`config.mk`:
```
export PLATFORM = sky130hd
export DESIGN_NAME = sevenseg_scan_decoder
export DESIGN_NICKNAME = d
export VERILOG_FILES = /design/src/rtl/sevenseg_scan_decoder.sv
export SDC_FILE = /design/constraint.sdc
export NUM_CORES = 1
export LEC_CHECK = 0
export ABC_AREA = 0
export CAP_MARGIN = 20
export CELL_PAD_IN_SITES_DETAIL_PLACEMENT = 0
export CELL_PAD_IN_SITES_GLOBAL_PLACEMENT = 1
export CORE_MARGIN = 10
export CORE_UTILIZATION = 46
export DETAILED_ROUTE_END_ITERATION = 12
export PLACE_DENSITY = 0.88
export RECOVER_POWER = 50
export SLEW_MARGIN = 20
export SYNTH_ARGS = -nofsm -noshare
export SYNTH_HDL_FRONTEND = slang
export SYNTH_SLANG_ARGS = --single-unit
```
`constraint.sdc`:
```
create_clock -name clk_i -period 9.1 [get_ports clk_i]
set_clock_uncertainty 0.1 [all_clocks]
set_input_delay 0.91 -clock clk_i [delete_from_list [all_inputs] [get_ports clk_i]]
set_output_delay 0.91 -clock clk_i [all_outputs]
set_load 0.005 [all_outputs]
```
`src/rtl/sevenseg_scan_decoder.sv`:
```
// Monitors a multiplexed active-low seven-segment bus and rebuilds the BCD digit,
// decimal point and legality of every display position; flags frames and bad patterns.
module sevenseg_scan_decoder #(
    parameter int NUM_DIGITS    = 8,
    parameter int STABLE_CYCLES = 4
) (
    input  logic                    clk_i,
    input  logic                    rst_ni,
    input  logic [NUM_DIGITS-1:0]   an_i,
    input  logic [6:0]              seg_i,
    input  logic                    dp_i,
    output logic [4*NUM_DIGITS-1:0] digit_o,
    output logic [NUM_DIGITS-1:0]   dp_o,
    output logic [NUM_DIGITS-1:0]   digit_valid_o,
    output logic                    frame_valid_o,
    output logic                    err_o
);

    localparam int BUS_W = NUM_DIGITS + 8;
    localparam int CNT_W = 8;
    localparam int POS_W = (NUM_DIGITS > 1) ? $clog2(NUM_DIGITS) : 1;
    localparam logic [CNT_W-1:0] STABLE_LIM = CNT_W'(STABLE_CYCLES);

    typedef enum logic [1:0] {BLANK, SETTLE, HOLD} state_t;

    state_t                         state_q, state_d;
    logic [BUS_W-1:0]               smp_q, prev_q;
    logic [CNT_W-1:0]               cnt_q, cnt_d;
    logic [NUM_DIGITS-1:0][3:0]     digit_q, digit_d;
    logic [NUM_DIGITS-1:0]          dp_q, dp_d;
    logic [NUM_DIGITS-1:0]          valid_q, valid_d;
    logic [NUM_DIGITS-1:0]          seen_q, seen_d, seen_set;
    logic                           frame_q, frame_d;
    logic                           err_q, err_d;

    logic [NUM_DIGITS-1:0]          smp_an;
    logic [6:0]                     smp_seg;
    logic                           smp_dp;
    logic                           changed;
    logic [4:0]                     n_low;
    logic [POS_W-1:0]               pos;
    logic                           one_low, multi_low;
    logic [3:0]                     dec_digit;
    logic                           dec_legal;
    logic                           cap, bus_err;

    // Idle bus (everything dark) is the reset value, so a driven digit at release
    // is seen as a change and settles normally.
    always_ff @(posedge clk_i or negedge rst_ni) begin
        if (!rst_ni) begin
            smp_q  <= '1;
            prev_q <= '1;
        end else begin
            smp_q  <= {an_i, seg_i, dp_i};
            prev_q <= smp_q;
        end
    end

    assign smp_an  = smp_q[BUS_W-1 -: NUM_DIGITS];
    assign smp_seg = smp_q[7:1];
    assign smp_dp  = smp_q[0];
    assign changed = (smp_q != prev_q);

    always_comb begin
        if (changed)
            cnt_d = CNT_W'(1);
        else if (cnt_q >= STABLE_LIM)
            cnt_d = STABLE_LIM;
        else
            cnt_d = cnt_q + 1'b1;
    end

    always_comb begin
        n_low = '0;
        pos   = '0;
        for (int k = 0; k < NUM_DIGITS; k++) begin
            if (!smp_an[k]) begin
                n_low = n_low + 5'd1;
                pos   = POS_W'(k);
            end
        end
    end

    assign one_low   = (n_low == 5'd1);
    assign multi_low = (n_low > 5'd1);

    always_comb begin
        dec_legal = 1'b1;
        case (smp_seg)
            7'b1000000: dec_digit = 4'd0;
            7'b1111001: dec_digit = 4'd1;
            7'b0100100: dec_digit = 4'd2;
            7'b0110000: dec_digit = 4'd3;
            7'b0011001: dec_digit = 4'd4;
            7'b0010010: dec_digit = 4'd5;
            7'b0000010: dec_digit = 4'd6;
            7'b1111000: dec_digit = 4'd7;
            7'b0000000: dec_digit = 4'd8;
            7'b0010000: dec_digit = 4'd9;
            7'b1111111: dec_digit = 4'hF;
            default: begin
                dec_digit = 4'hE;
                dec_legal = 1'b0;
            end
        endcase
    end

    // Any bus change re-enters BLANK or SETTLE; the capture test runs on the
    // resolved next state so a one-cycle stability window still works.
    always_comb begin
        state_d = state_q;
        cap     = 1'b0;
        bus_err = 1'b0;
        case (state_q)
            BLANK, SETTLE, HOLD: begin
                if (changed) begin
                    state_d = one_low ? SETTLE : BLANK;
                    bus_err = multi_low;
                end
            end
            default: state_d = BLANK;
        endcase
        if (state_d == SETTLE && cnt_d == STABLE_LIM) begin
            cap     = 1'b1;
            state_d = HOLD;
        end
    end

    always_comb begin
        digit_d  = digit_q;
        dp_d     = dp_q;
        valid_d  = valid_q;
        seen_d   = seen_q;
        seen_set = seen_q;
        frame_d  = 1'b0;
        err_d    = bus_err;
        if (cap) begin
            digit_d[pos]  = dec_digit;
            valid_d[pos]  = dec_legal;
            dp_d[pos]     = ~smp_dp;
            seen_set[pos] = 1'b1;
            if (!dec_legal)
                err_d = 1'b1;
            if (&seen_set) begin
                frame_d = 1'b1;
                seen_d  = '0;
            end else begin
                seen_d  = seen_set;
            end
        end
    end

    always_ff @(posedge clk_i or negedge rst_ni) begin
        if (!rst_ni) begin
            state_q <= BLANK;
            cnt_q   <= '0;
            digit_q <= '1;
            dp_q    <= '0;
            valid_q <= '0;
            seen_q  <= '0;
            frame_q <= 1'b0;
            err_q   <= 1'b0;
        end else begin
            state_q <= state_d;
            cnt_q   <= cnt_d;
            digit_q <= digit_d;
            dp_q    <= dp_d;
            valid_q <= valid_d;
            seen_q  <= seen_d;
            frame_q <= frame_d;
            err_q   <= err_d;
        end
    end

    assign digit_o       = digit_q;
    assign dp_o          = dp_q;
    assign digit_valid_o = valid_q;
    assign frame_valid_o = frame_q;
    assign err_o         = err_q;

endmodule
```
After elaboration in Yosys (flattened, before gate mapping)
Cells that the tools add are included.

Add/sub/neg operators: 8. Bitwise logic cells: 2. Equal/unequal tests: 16. Order comparisons: 4. Reduce and logical (&&, ||, !) cells: 7. Multiplexer cells: 38.

Operator list (number): $pmux W4 S11 (1); $add A5 B1 Y5 const B (7); $mux W5 (7); $bwmux W32 (1); $eq A7 B7 Y1 const B (4); $mux W8 (3); $eq A7 B5 Y1 const B (3); $mux W3 (6); $bwmux W8 (2); $ne A16 B16 Y1 (1); $eq A7 B6 Y1 const B (2); $demux W4 S3 (1); $mux W1 (12); $reduce_or A11 Y1 (1); $add A8 B1 Y8 const B (1); $eq A8 B3 Y1 const B (1); $ge A8 B3 Y1 const B (1); $or A8 B8 Y8 (1); $reduce_and A8 Y1 (1); $eq A7 B2 Y1 const B (1); $logic_not A7 Y1 (1); $mux W2 (3); $eq A5 B1 Y1 const B (1); $gt A5 B1 Y1 const B (1); 10 further kinds (12).

Output and inout bits: 50. Register bits after elaboration: 100.

Depth between registers and ports, before layout
Gate-level depths: netlist of the first run.

Word-level depth: 23. Mapped depth: 20.

Worst setup path after synthesis of the first run
Ideal clock, no wire load.

Kind: register to register. Start: reg smp_q[8]. End: reg err_q (netlist: err_o). Slack: 4386 ps. Setup time: 124 ps. Data arrival time: 4490 ps. Stages on the path, launching flop included: 20. Buffers on the path: 0. Path through: dfstp_2 > inv_1 > ha_1 > xnor2_2 > ha_1 > nor2b_1 > or3_1 > a41o_1 > nor2_1 > nand2_1 > o21ai_0 > ha_1 > a221oi_1 > inv_1 > ha_1 > nor2_1 > nand3b_1 > mux2_2 > and3_4 > a211o_1.

Cells in the longest elaborated chain, start to end: 23. Elaborated cells between the ends (all ways): 30. Those cells by class: add/sub: 7; order compare: 1; eq/ne: 4; mux: 17; reduce/logical: 1.

RTL lines: start, declared (line 27) `logic [BUS_W-1:0] smp_q, prev_q;`; start signal, assigned (line 54) `smp_q <= {an_i, seg_i, dp_i};`; $mux W1 (line 77) `if (!smp_an[k]) begin`; $add A5 B1 Y5 (line 78) `n_low = n_low + 5'd1;`; $mux W5 (line 77); $add A5 B1 Y5 (line 78); $mux W5 (line 77); $add A5 B1 Y5 (line 78); $mux W5 (line 77); $add A5 B1 Y5 (line 78); (+8 left out); $mux W1 (line 117) `state_d = one_low ? SETTLE : BLANK;`; $mux W2 (line 116) `if (changed) begin`; $mux W2 (line 114) `case (state_q)`; $eq A2 B1 Y1 (line 123) `if (state_d == SETTLE && cnt_d == STABLE_LIM) begin`; $logic_and A1 B1 Y1 (line 123); $mux W1 (line 123); $mux W1 (*) (line 137) `if (cap) begin`; net err_d (line 34) `logic err_q, err_d;`; end signal, assigned (line 171) `err_q <= err_d;`; end, declared (line 34).

The timed path passes the listed nets; every way through them passes the cells marked *. A chain may end at the register's enable or synchronous reset.

Final worst setup path of the first run
Ends and elaborated chain as after synthesis.

==> results of run 1 <==
## layout make-up
class                           count  area, µm²  share of cell area
Inverter                           21       78.8              0.0141
Clock inverter                      6        105              0.0188
Tap cell                          133        166              0.0298
Clock buffer                       10        138              0.0246
Timing Repair Buffer               68        668               0.120
Multi-Input combinational cell    301       1850               0.331
Sequential cell                   100       2580               0.462
## flip-flops by register name, summed over array words and instances, names as in the netlist
register,count
state_q,2
err_o,1
smp_q,16
digit_valid_o,8
seen_q,8
frame_valid_o,1
prev_q,16
cnt_q,8
digit_o,32
dp_o,8
## worst max-delay path, cell delays in order, from the launching register on
cell	delay, ns
dfstp_1	0.62
inv_1	0.09
ha_1	0.44
xnor2_2	0.39
ha_1	0.32
nor2b_1	0.15
or3_1	0.38
a41o_1	0.30
nor2_1	0.20
nand2_1	0.08
o21ai_0	0.10
ha_1	0.26
a221oi_1	0.52
inv_1	0.10
ha_1	0.30
nor2_1	0.12
nand3b_1	0.09
mux2_2	0.28
and3_4	0.17
a211o_1	0.26
## kinds of logic after synthesis
group / Yosys count / synth area share
buffers and inverters: 45 / 0.0428
adder cells (fa/ha/maj): 10 / 0.0271
AND/OR/NAND/NOR: 152 / 0.169
XOR/XNOR: 26 / 0.0556
flip-flops: 100 / 0.559
AO/OA/AOI/OAI: 102 / 0.132
other: 1 / 0.000812
multiplexers: 6 / 0.0136
## placed cells by master (no fill, tap or decap), types with 3 or more instances in the layout
cell	count
a31oi_1	5
nor2_1	15
mux2i_1	4
nor4_1	3
a21oi_1	13
conb_1	5
o21ai_0	60
dlygate4sd3_1	16
inv_1	21
nand3_1	10
xnor2_1	23
dfstp_1	16
or3_1	7
nand4_1	5
nor2b_1	7
nand2b_1	6
nor3_1	6
nand2_1	68
clkdlybuf4s50_1	50
and2_1	3
dfrtp_1	36
ha_1	10
and3_1	5
dfstp_2	48
clkbuf_8	10
## stage by stage
stage | total power, mW | util | hold slack [ns] | cells
3_3_place_gp | 0.602 | 0.548 | 0.287 | 623
6_report | 0.925 | 0.572 | 0.338 | 639
2_1_floorplan | 0.569 | - | 0.252 | 446
4_1_cts | 0.938 | 0.573 | 0.306 | 639
3_5_place_dp | 0.608 | 0.548 | 0.293 | 623
5_1_grt | 0.969 | 0.572 | 0.353 | 639
## cells in the mapped netlist (all sizes together), types with 4 or more instances
| master | count | area share |
|---|---|---|
| nor2 | 15 | 0.012 |
| a31oi | 5 | 0.0068 |
| nand2 | 68 | 0.055 |
| nand3 | 10 | 0.011 |
| xnor2 | 25 | 0.051 |
| mux2i | 4 | 0.0087 |
| buf | 8 | 0.013 |
| a21oi | 13 | 0.014 |
| inv | 21 | 0.017 |
| nor2b | 7 | 0.0095 |
| o21ai | 60 | 0.065 |
| dfstp | 64 | 0.36 |
| dfrtp | 36 | 0.20 |
| clkbuf | 16 | 0.013 |
| nor3 | 6 | 0.0065 |
| or3 | 7 | 0.0095 |
| and3 | 6 | 0.0092 |
| nor4 | 4 | 0.0068 |
| ha | 10 | 0.027 |
| nand2b | 6 | 0.0081 |
| nand4 | 5 | 0.0068 |
## per-layer routing
metal	GRT usage	vias to the layer above
met5	0	-
met4	0.0339	0
met3	0.0414	13
met2	0.237	64
met1	0.175	1578
li1	-	1628
## where the power goes
part / switching (mW) / internal, mW / leakage [nW]
clock: 0.162 / 0.168 / 0.122
sequential: 0.0172 / 0.461 / 1.14
combinational: 0.0594 / 0.0572 / 0.939
## path summary, 6_finish.rpt
path / start / to / slack, ns / cells past startpoint
max in group asynchronous: rst_ni / seen_q[4]$_DFFE_PN0P_ / 4.01 / 2
min in group asynchronous: rst_ni / smp_q[13]$_DFF_PN1_ / 1.12 / 1
worst max-delay path: smp_q[8]$_DFF_PN1_ / err_o$_DFF_PN0_ / 3.72 / 19
worst min-delay path: smp_q[8]$_DFF_PN1_ / prev_q[8]$_DFF_PN1_ / 0.34 / 0
worst min register to register: smp_q[8]$_DFF_PN1_ / prev_q[8]$_DFF_PN1_ / 0.34 / 0
worst max register to register: smp_q[8]$_DFF_PN1_ / err_o$_DFF_PN0_ / 3.72 / 19
==> results.toml, run 1 <==
[place]
placed_area_mm2 = 0.00536
routabilityCongestion = 0.790
dp_slack_ns = 3.78
portBuffers = 67
place_hpwl_um = 7250

[cts]
cts_root_buf = "clkbuf_8"
cts_repair_resize_count = 0
hold_buffers = 0
cts_buffers = 9
post-cts-setup-buffers = 0
clockBufferDepth = 2
cts_max_level = 3
clkLatencyLatePin_ns = 0.36
path_clk_slew_ns = 0.09
tritoncts = "built"
cts_sinks = 100

[route]
ant_nets = 0
wirelength_um = 9800
dr_total_vias = 3283
met1_length_um = 4430
wire_per_inst_um = 15.3
drt_iter0_drc = 154
vias_per_cell = 5.14
routed.top_layer = "met4"
drcViolationCount = 0
wl_met2_um = 4690
route.met3.wl_um = 514
firstDrtPassIters = 6

[finish]
area_growth_syn_to_layout_pct = 21.1
nets = 529
final_cell_area_mm2 = 0.00559
diodes = 0
final.fill_count = 865
final_layout_size_suffix_gt1_frac = 0.156

[yosys]
synth-seq-cells = 100
syn_inst = 442
synth_edf_count = 0
syn_avg_cell_area_um2 = 10.4
yosysWarnings = 0
post_synth_num_cell_types = 61
yosysSeqAreaShare = 0.559
syn_area_mm2 = 0.00462
async_flop_share = 1.00
synth_ff_type = "dfstp_2"

[global_routing]
grt_pass1_wl_um = 17000
grt_pass1_vias = 3418
grt_max_degree = 80
grt-ovfl-total = 0
antenna_found_initial = 0
track_usage = 0.141

[floorplanning]
die-area_mm2 = 0.0144
boundaryPins = 68
rows = 36
die_h_um = 120
initial_core_util = 0.472
die_w_um = 120
core_mm2 = 0.00977

[status]
violations = "max-capacitance violations, max-slew violations"
outcome = "complete, but fails checks"

[setup_path]
cp_max_fo = 11
setup.worst_path.end_class = "register"
cp.arrival_ns = 5.53
criticalPathCategory = "register to register"
crit_required_ns = 9.25
worst_setup_path_start_kind = "register"

[power]
vdd_drop_max_uv = 111
p_leak_nw = 2.20
cellPowerDensity_mw_per_mm2 = 165

[timing]
worst_slew_pin_slew_ns = 3.90
max_slew_margin = -1.60
rsz0062_at_grt = "false"
finalCriticalPeriod_ns = 5.38
maxSlewViolCount = 80
fmax_mhz = 186
finalCritPeriodShare = 0.591
fin_ws_ns = 3.72
setup_viol = 0
tns_ns = 0
hold_viol_final = 0

[worst_hold_path]
hp-class = "register to register"

[job]
maxCapViolations = 1
Note: power is estimated with default switching activity, not from simulation.
==> run 2, diff against run 1 <==
--- a/config.mk
+++ b/config.mk
@@ -10,9 +10,9 @@
 export CELL_PAD_IN_SITES_DETAIL_PLACEMENT = 0
 export CELL_PAD_IN_SITES_GLOBAL_PLACEMENT = 1
 export CORE_MARGIN = 10
-export CORE_UTILIZATION = 46
+export CORE_UTILIZATION = 38
 export DETAILED_ROUTE_END_ITERATION = 12
-export PLACE_DENSITY = 0.88
+export PLACE_DENSITY = 0.78
 export RECOVER_POWER = 50
 export SLEW_MARGIN = 20
 export SYNTH_ARGS = -nofsm -noshare
==> constraint.sdc (replaced) <==
create_clock -name clk_i -period 4.4 [get_ports clk_i]
set_clock_uncertainty 0.1 [all_clocks]
set_input_delay 0.44 -clock clk_i [delete_from_list [all_inputs] [get_ports clk_i]]
set_output_delay 0.44 -clock clk_i [all_outputs]
set_load 0.005 [all_outputs]
==> run 2 against run 1 <==
Net effect:
- the flow now finishes without violations
- utilization fell by 8.1 points
- critical path depth did not move
- hold slack got worse by 0.24 ns
- global-route usage fell by 1.2 points
- worst setup slack got worse by 3.7 ns
- die area rose by 17%
- first-iteration DRC count fell by 5.2%
==> results.toml, run 2 (synthesized netlist as in run 1, its figures left out) <==
[route]
route.met3.wl_um = 621
vias_per_cell = 4.98
wire_per_inst_um = 15.6
firstDrtPassIters = 4
routed.top_layer = "met4"
drcViolationCount = 0
ant_nets = 0
met1_length_um = 4730
dr_total_vias = 3329
wl_met2_um = 4940
drt_iter0_drc = 146
wirelength_um = 10400

[timing]
whs_ns = 0.0941
finalCritPeriodShare = 0.992
worst_slew_pin_slew_ns = 0.892
fin_ws_ns = 0.0339
hold_viol_final = 0
rsz0062_at_grt = "true"
setup_viol = 0
finalCriticalPeriod_ns = 4.37
max_slew_margin = 0.405
fmax_mhz = 229
maxSlewViolCount = 0

[setup_path]
cp_max_fo = 7
cp.arrival_ns = 4.50
path_cells = "inv_2, ha_4, nor2b_1, mux2i_1, nand2_1, ha_1, or2_4, a211o_1, o211ai_1, o21ai_1, ha_1, a221oi_2, inv_1, ha_4, nor2_4, nand3_1, mux2_4, and3_4, a211o_1"
cp_top_family = "adder cells"
cpMaxStageDelayCell = "dfstp_2"
worst_setup_path_start_kind = "register"
setup.worst_path.end_class = "register"
slowest_delay_ns = 0.55
r2r-start = "smp_q[9]$_DFF_PN1_"
timing.critical_path.buf_inv = 2
crit_required_ns = 4.54
crit_start = "smp_q[9]$_DFF_PN1_"
criticalPathCategory = "register to register"

[finish]
area_growth_syn_to_layout_pct = 27.2
layout_commonest_cell = "nand2_1"
nets = 544
regArea_mm2 = 0.00258
final_layout_size_suffix_gt1_frac = 0.219
final.fill_count = 1089
diodes = 0
finish.utilization = 0.491
multi_input_area_mm2 = 0.00193
largest_reg_flops = 32
fin_cells = 668
most-common-layout-cells = "nand2_1, o21ai_0, dfstp_2"

[place]
portBuffers = 67
place_hpwl_um = 7540
dp_slack_ns = -0.00632
dp_cells = 646
routabilityCongestion = 0.811

[cts]
cts_root_buf = "clkbuf_16"
cts_buffers = 9
clockBufferDepth = 2
cts_sinks = 100
hold_buffers = 0
cts_max_level = 3
tritoncts = "built"
clkLatencyLatePin_ns = 0.35
path_clk_slew_ns = 0.07

[job]
maxCapViolations = 0

[power]
cellPowerDensity_mw_per_mm2 = 358
vdd_drop_max_uv = 228
p_leak_nw = 2.32
totalPowerFinal_mw = 2.11

[global_routing]
grt_max_degree = 73
grt_pass1_wl_um = 17200
grt-ovfl-total = 0
track_usage = 0.129
antenna_found_initial = 0
grt_pass1_vias = 3365

[floorplanning]
rows = 40
initial_core_util = 0.386
die_h_um = 130
die-area_mm2 = 0.0170
die_w_um = 130
boundaryPins = 68
core_mm2 = 0.0120

[worst_hold_path]
hp-class = "input port to asynchronous set/reset pin"

[status]
outcome = "finished clean"
run 2: final timing paths:
kind | endpoint | slack, ns | cells past startpoint
min in group clk_i | prev_q[8]$_DFF_PN1_ | 0.28 | 0
worst max register to register | err_o$_DFF_PN0_ | 0.03 | 19
worst max-delay path | err_o$_DFF_PN0_ | 0.03 | 19
worst min-delay path | err_o$_DFF_PN0_ | 0.09 | 1
max in group asynchronous | digit_o[18]$_DFFE_PN1P_ | 3.14 | 2
worst min register to register | prev_q[8]$_DFF_PN1_ | 0.28 | 0
run 2: cell type report:
| class | instances | share of cell area |
|---|---|---|
| inverter | 21 | 0.0134 |
| tap | 147 | 0.0313 |
| timing repair buffer | 83 | 0.134 |
| clock buffer | 11 | 0.0469 |
| sequential | 100 | 0.440 |
| clock inverter | 5 | 0.00639 |
| multi-input combinational | 301 | 0.329 |
run 2: per-layer routing:
| metal | vias to the layer above | track usage |
|---|---|---|
| met2 | 79 | 0.205 |
| li1 | 1661 | - |
| met5 | - | 0 |
| met4 | 0 | 0.0410 |
| met3 | 9 | 0.0418 |
| met1 | 1580 | 0.162 |
run 2: repair_timing:
item | CTS | global route
resized for setup | 1 | 8
setup buffers | 3 | 3
pin swaps | 6 | 13
endpoints found under the setup margin | 1 | 2
run 2: through the flow:
stage / cell area [µm²] / setup TNS [ns]
detailed placement: 5470 / -0.00632
CTS: 5820 / 0
global placement: 5470 / 0
finish: 5870 / 0
floorplan: 4670 / 0
global route: 5870 / -0.378
run 2: where the power goes:
part	leakage, nW	internal (mW)	switching, mW
Combinational	1.02	0.160	0.146
Clock	0.157	0.457	0.355
Sequential	1.14	0.957	0.0314
==> run 3, diff against run 2 <==
--- a/config.mk
+++ b/config.mk
@@ -14,7 +14,7 @@
 export DETAILED_ROUTE_END_ITERATION = 12
 export PLACE_DENSITY = 0.78
 export RECOVER_POWER = 50
-export SLEW_MARGIN = 20
+export SLEW_MARGIN = 30
 export SYNTH_ARGS = -nofsm -noshare
 export SYNTH_HDL_FRONTEND = slang
 export SYNTH_SLANG_ARGS = --single-unit
==> run 3 against run 2 <==
Net effect:
- the run now ends with max-capacitance violations, max-slew violations left
- total power about the same
- hold slack better by 0.19 ns
- critical path type unchanged
- cell area about the same
- via count about the same
- cell count unchanged
- combinational power about the same
==> results.toml, run 3 (synthesized netlist as in run 1, its figures left out) <==
[status]
outcome = "complete, but fails checks"
violations = "max-capacitance violations, max-slew violations"

[worst_hold_path]
worstHoldEndpoint = "prev_q[8]$_DFF_PN1_"
hold_depth = 0
hp-class = "register to register"
hold_start = "smp_q[8]$_DFF_PN1_"

[floorplanning]
die-area_mm2 = 0.0170
die_w_um = 130
initial_core_util = 0.386
boundaryPins = 68
core_mm2 = 0.0120
rows = 40
die_h_um = 130

[global_routing]
antenna_found_initial = 0
grt_pass1_wl_um = 17200
grt_pass1_vias = 3365
grt-ovfl-total = 0
track_usage = 0.129
grt_max_degree = 73

[route]
routed.top_layer = "met4"
wl_met2_um = 4940
vias_per_cell = 4.98
wire_per_inst_um = 15.6
drt_iter0_drc = 146
wirelength_um = 10400
drcViolationCount = 0
met1_length_um = 4720
ant_nets = 0
firstDrtPassIters = 4
dr_total_vias = 3328
route.met3.wl_um = 629

[timing]
fin_ws_ns = 0.0339
rsz0062_at_grt = "true"
hold_viol_final = 0
maxSlewViolCount = 73
finalCriticalPeriod_ns = 4.37
max_slew_margin = -1.50
fmax_mhz = 229
setup_viol = 0
finalCritPeriodShare = 0.992
worst_slew_pin_slew_ns = 3.74

[cts]
clockBufferDepth = 2
cts_root_buf = "clkbuf_16"
tritoncts = "built"
path_clk_slew_ns = 0.07
hold_buffers = 0
clkLatencyLatePin_ns = 0.35
cts_sinks = 100
cts_buffers = 9
cts_max_level = 3

[power]
power_switching_mw = 0.532
vdd_drop_max_uv = 228
p_comb_frac = 0.145
p_seq_frac = 0.469
power.internal_mw = 1.57
p_leak_nw = 2.32
clkPwrFrac = 0.386
switching_share = 0.253
cellPowerDensity_mw_per_mm2 = 359

[job]
maxCapViolations = 1

[finish]
diodes = 0
final_layout_size_suffix_gt1_frac = 0.217
layout_commonest_cell = "nand2_1"
finish.utilization = 0.491
final.fill_count = 1091
area_growth_syn_to_layout_pct = 27.1
most-common-layout-cells = "nand2_1, o21ai_0, dfstp_2"
largest_reg_flops = 32
nets = 544

[setup_path]
rr_endpoint = "err_o$_DFF_PN0_"
cp.arrival_ns = 4.50
r2r-start = "smp_q[9]$_DFF_PN1_"
r2r_setup_slack_ns = 0.03
criticalPathCategory = "register to register"
worst-r2r-cell-count = 19
setup.worst_path.end_class = "register"
crit_required_ns = 4.54
cp_max_fo = 7
worst_setup_path_start_kind = "register"

[place]
routabilityCongestion = 0.811
place_hpwl_um = 7540
dp_slack_ns = -0.00632
portBuffers = 67
-- run 3: cell types whose count changed in the layout (fill, tap and decap cells not counted) --
| cell | before | now |
|---|---|---|
| clkbuf_1 | 0 | 1 |
| buf_4 | 16 | 15 |
-- run 3: stage by stage --
| stage | setup TNS, ns | power (mW) | instance area [µm²] | cells | hold slack [ns] |
|---|---|---|---|---|---|
| after floorplan | 0 | 1.19 | 4670 | 446 | 0.0444 |
| after global placement | 0 | 1.27 | 5470 | 646 | 0.270 |
| after detailed placement | -0.00632 | 1.28 | 5470 | 646 | 0.275 |
| after CTS | 0 | 2.11 | 5820 | 665 | 0.144 |
| after global routing | -0.378 | 2.21 | 5870 | 668 | 0.294 |
| final | 0 | 2.10 | 5870 | 668 | 0.282 |
-- run 3: critical path, stage by stage, from the launching register on --
cell and delay, ns:
dfstp_2 0.55, inv_2 0.05, ha_4 0.28, nor2b_1 0.14, mux2i_1 0.18, nand2_1 0.09, ha_1 0.32, or2_4 0.25
a211o_1 0.28, o211ai_1 0.10, o21ai_1 0.11, ha_1 0.31, a221oi_2 0.28, inv_1 0.12, ha_4 0.26, nor2_4 0.10
nand3_1 0.08, mux2_4 0.27, and3_4 0.17, a211o_1 0.22
-- run 3: timing repair --
item,in CTS,in global routing
setup endpoints to repair,1,2
setup buffers,3,3
gates resized for setup,1,8
pin swaps,6,13
-- run 3: power groups by stage --
stage	clock, mW	combinational [mW]	sequential, mW
finish	0.812	0.305	0.988
detailed placement	0	0.271	1.00
floorplan	0	0.200	0.987
CTS	0.836	0.283	0.989
global route	0.876	0.340	0.992
global placement	0	0.267	1.00
-- run 3: routing by layer --
layer / vias to the layer above / track usage
li1: 1661 / -
met1: 1579 / 0.162
met2: 79 / 0.205
met3: 9 / 0.0418
met4: 0 / 0.0410
met5: - / 0
-- run 3: worst max-delay path by stage --
stage          cells past startpoint               start  slack, ns               to
6_report                          19  smp_q[9]$_DFF_PN1_       0.03  err_o$_DFF_PN0_
3_5_place_dp                      19  smp_q[9]$_DFF_PN1_     -0.006  err_o$_DFF_PN0_
4_1_cts                           19  smp_q[8]$_DFF_PN1_       0.02  err_o$_DFF_PN0_
5_1_grt                           19  smp_q[8]$_DFF_PN1_      -0.21  err_o$_DFF_PN0_
3_3_place_gp                      19  smp_q[9]$_DFF_PN1_       0.05  err_o$_DFF_PN0_
2_1_floorplan                     20  smp_q[9]$_DFF_PN1_       0.01  err_o$_DFF_PN0_
-- run 3: cell type report --
| class | count | area [µm²] | area share |
|---|---|---|---|
| Tap cell | 147 | 184 | 0.0313 |
| Inverter | 21 | 78.8 | 0.0134 |
| Multi-Input combinational cell | 301 | 1930 | 0.329 |
| Sequential cell | 100 | 2580 | 0.440 |
| Timing Repair Buffer | 83 | 781 | 0.133 |
| Clock inverter | 5 | 37.5 | 0.00640 |
| Clock buffer | 11 | 275 | 0.0469 |
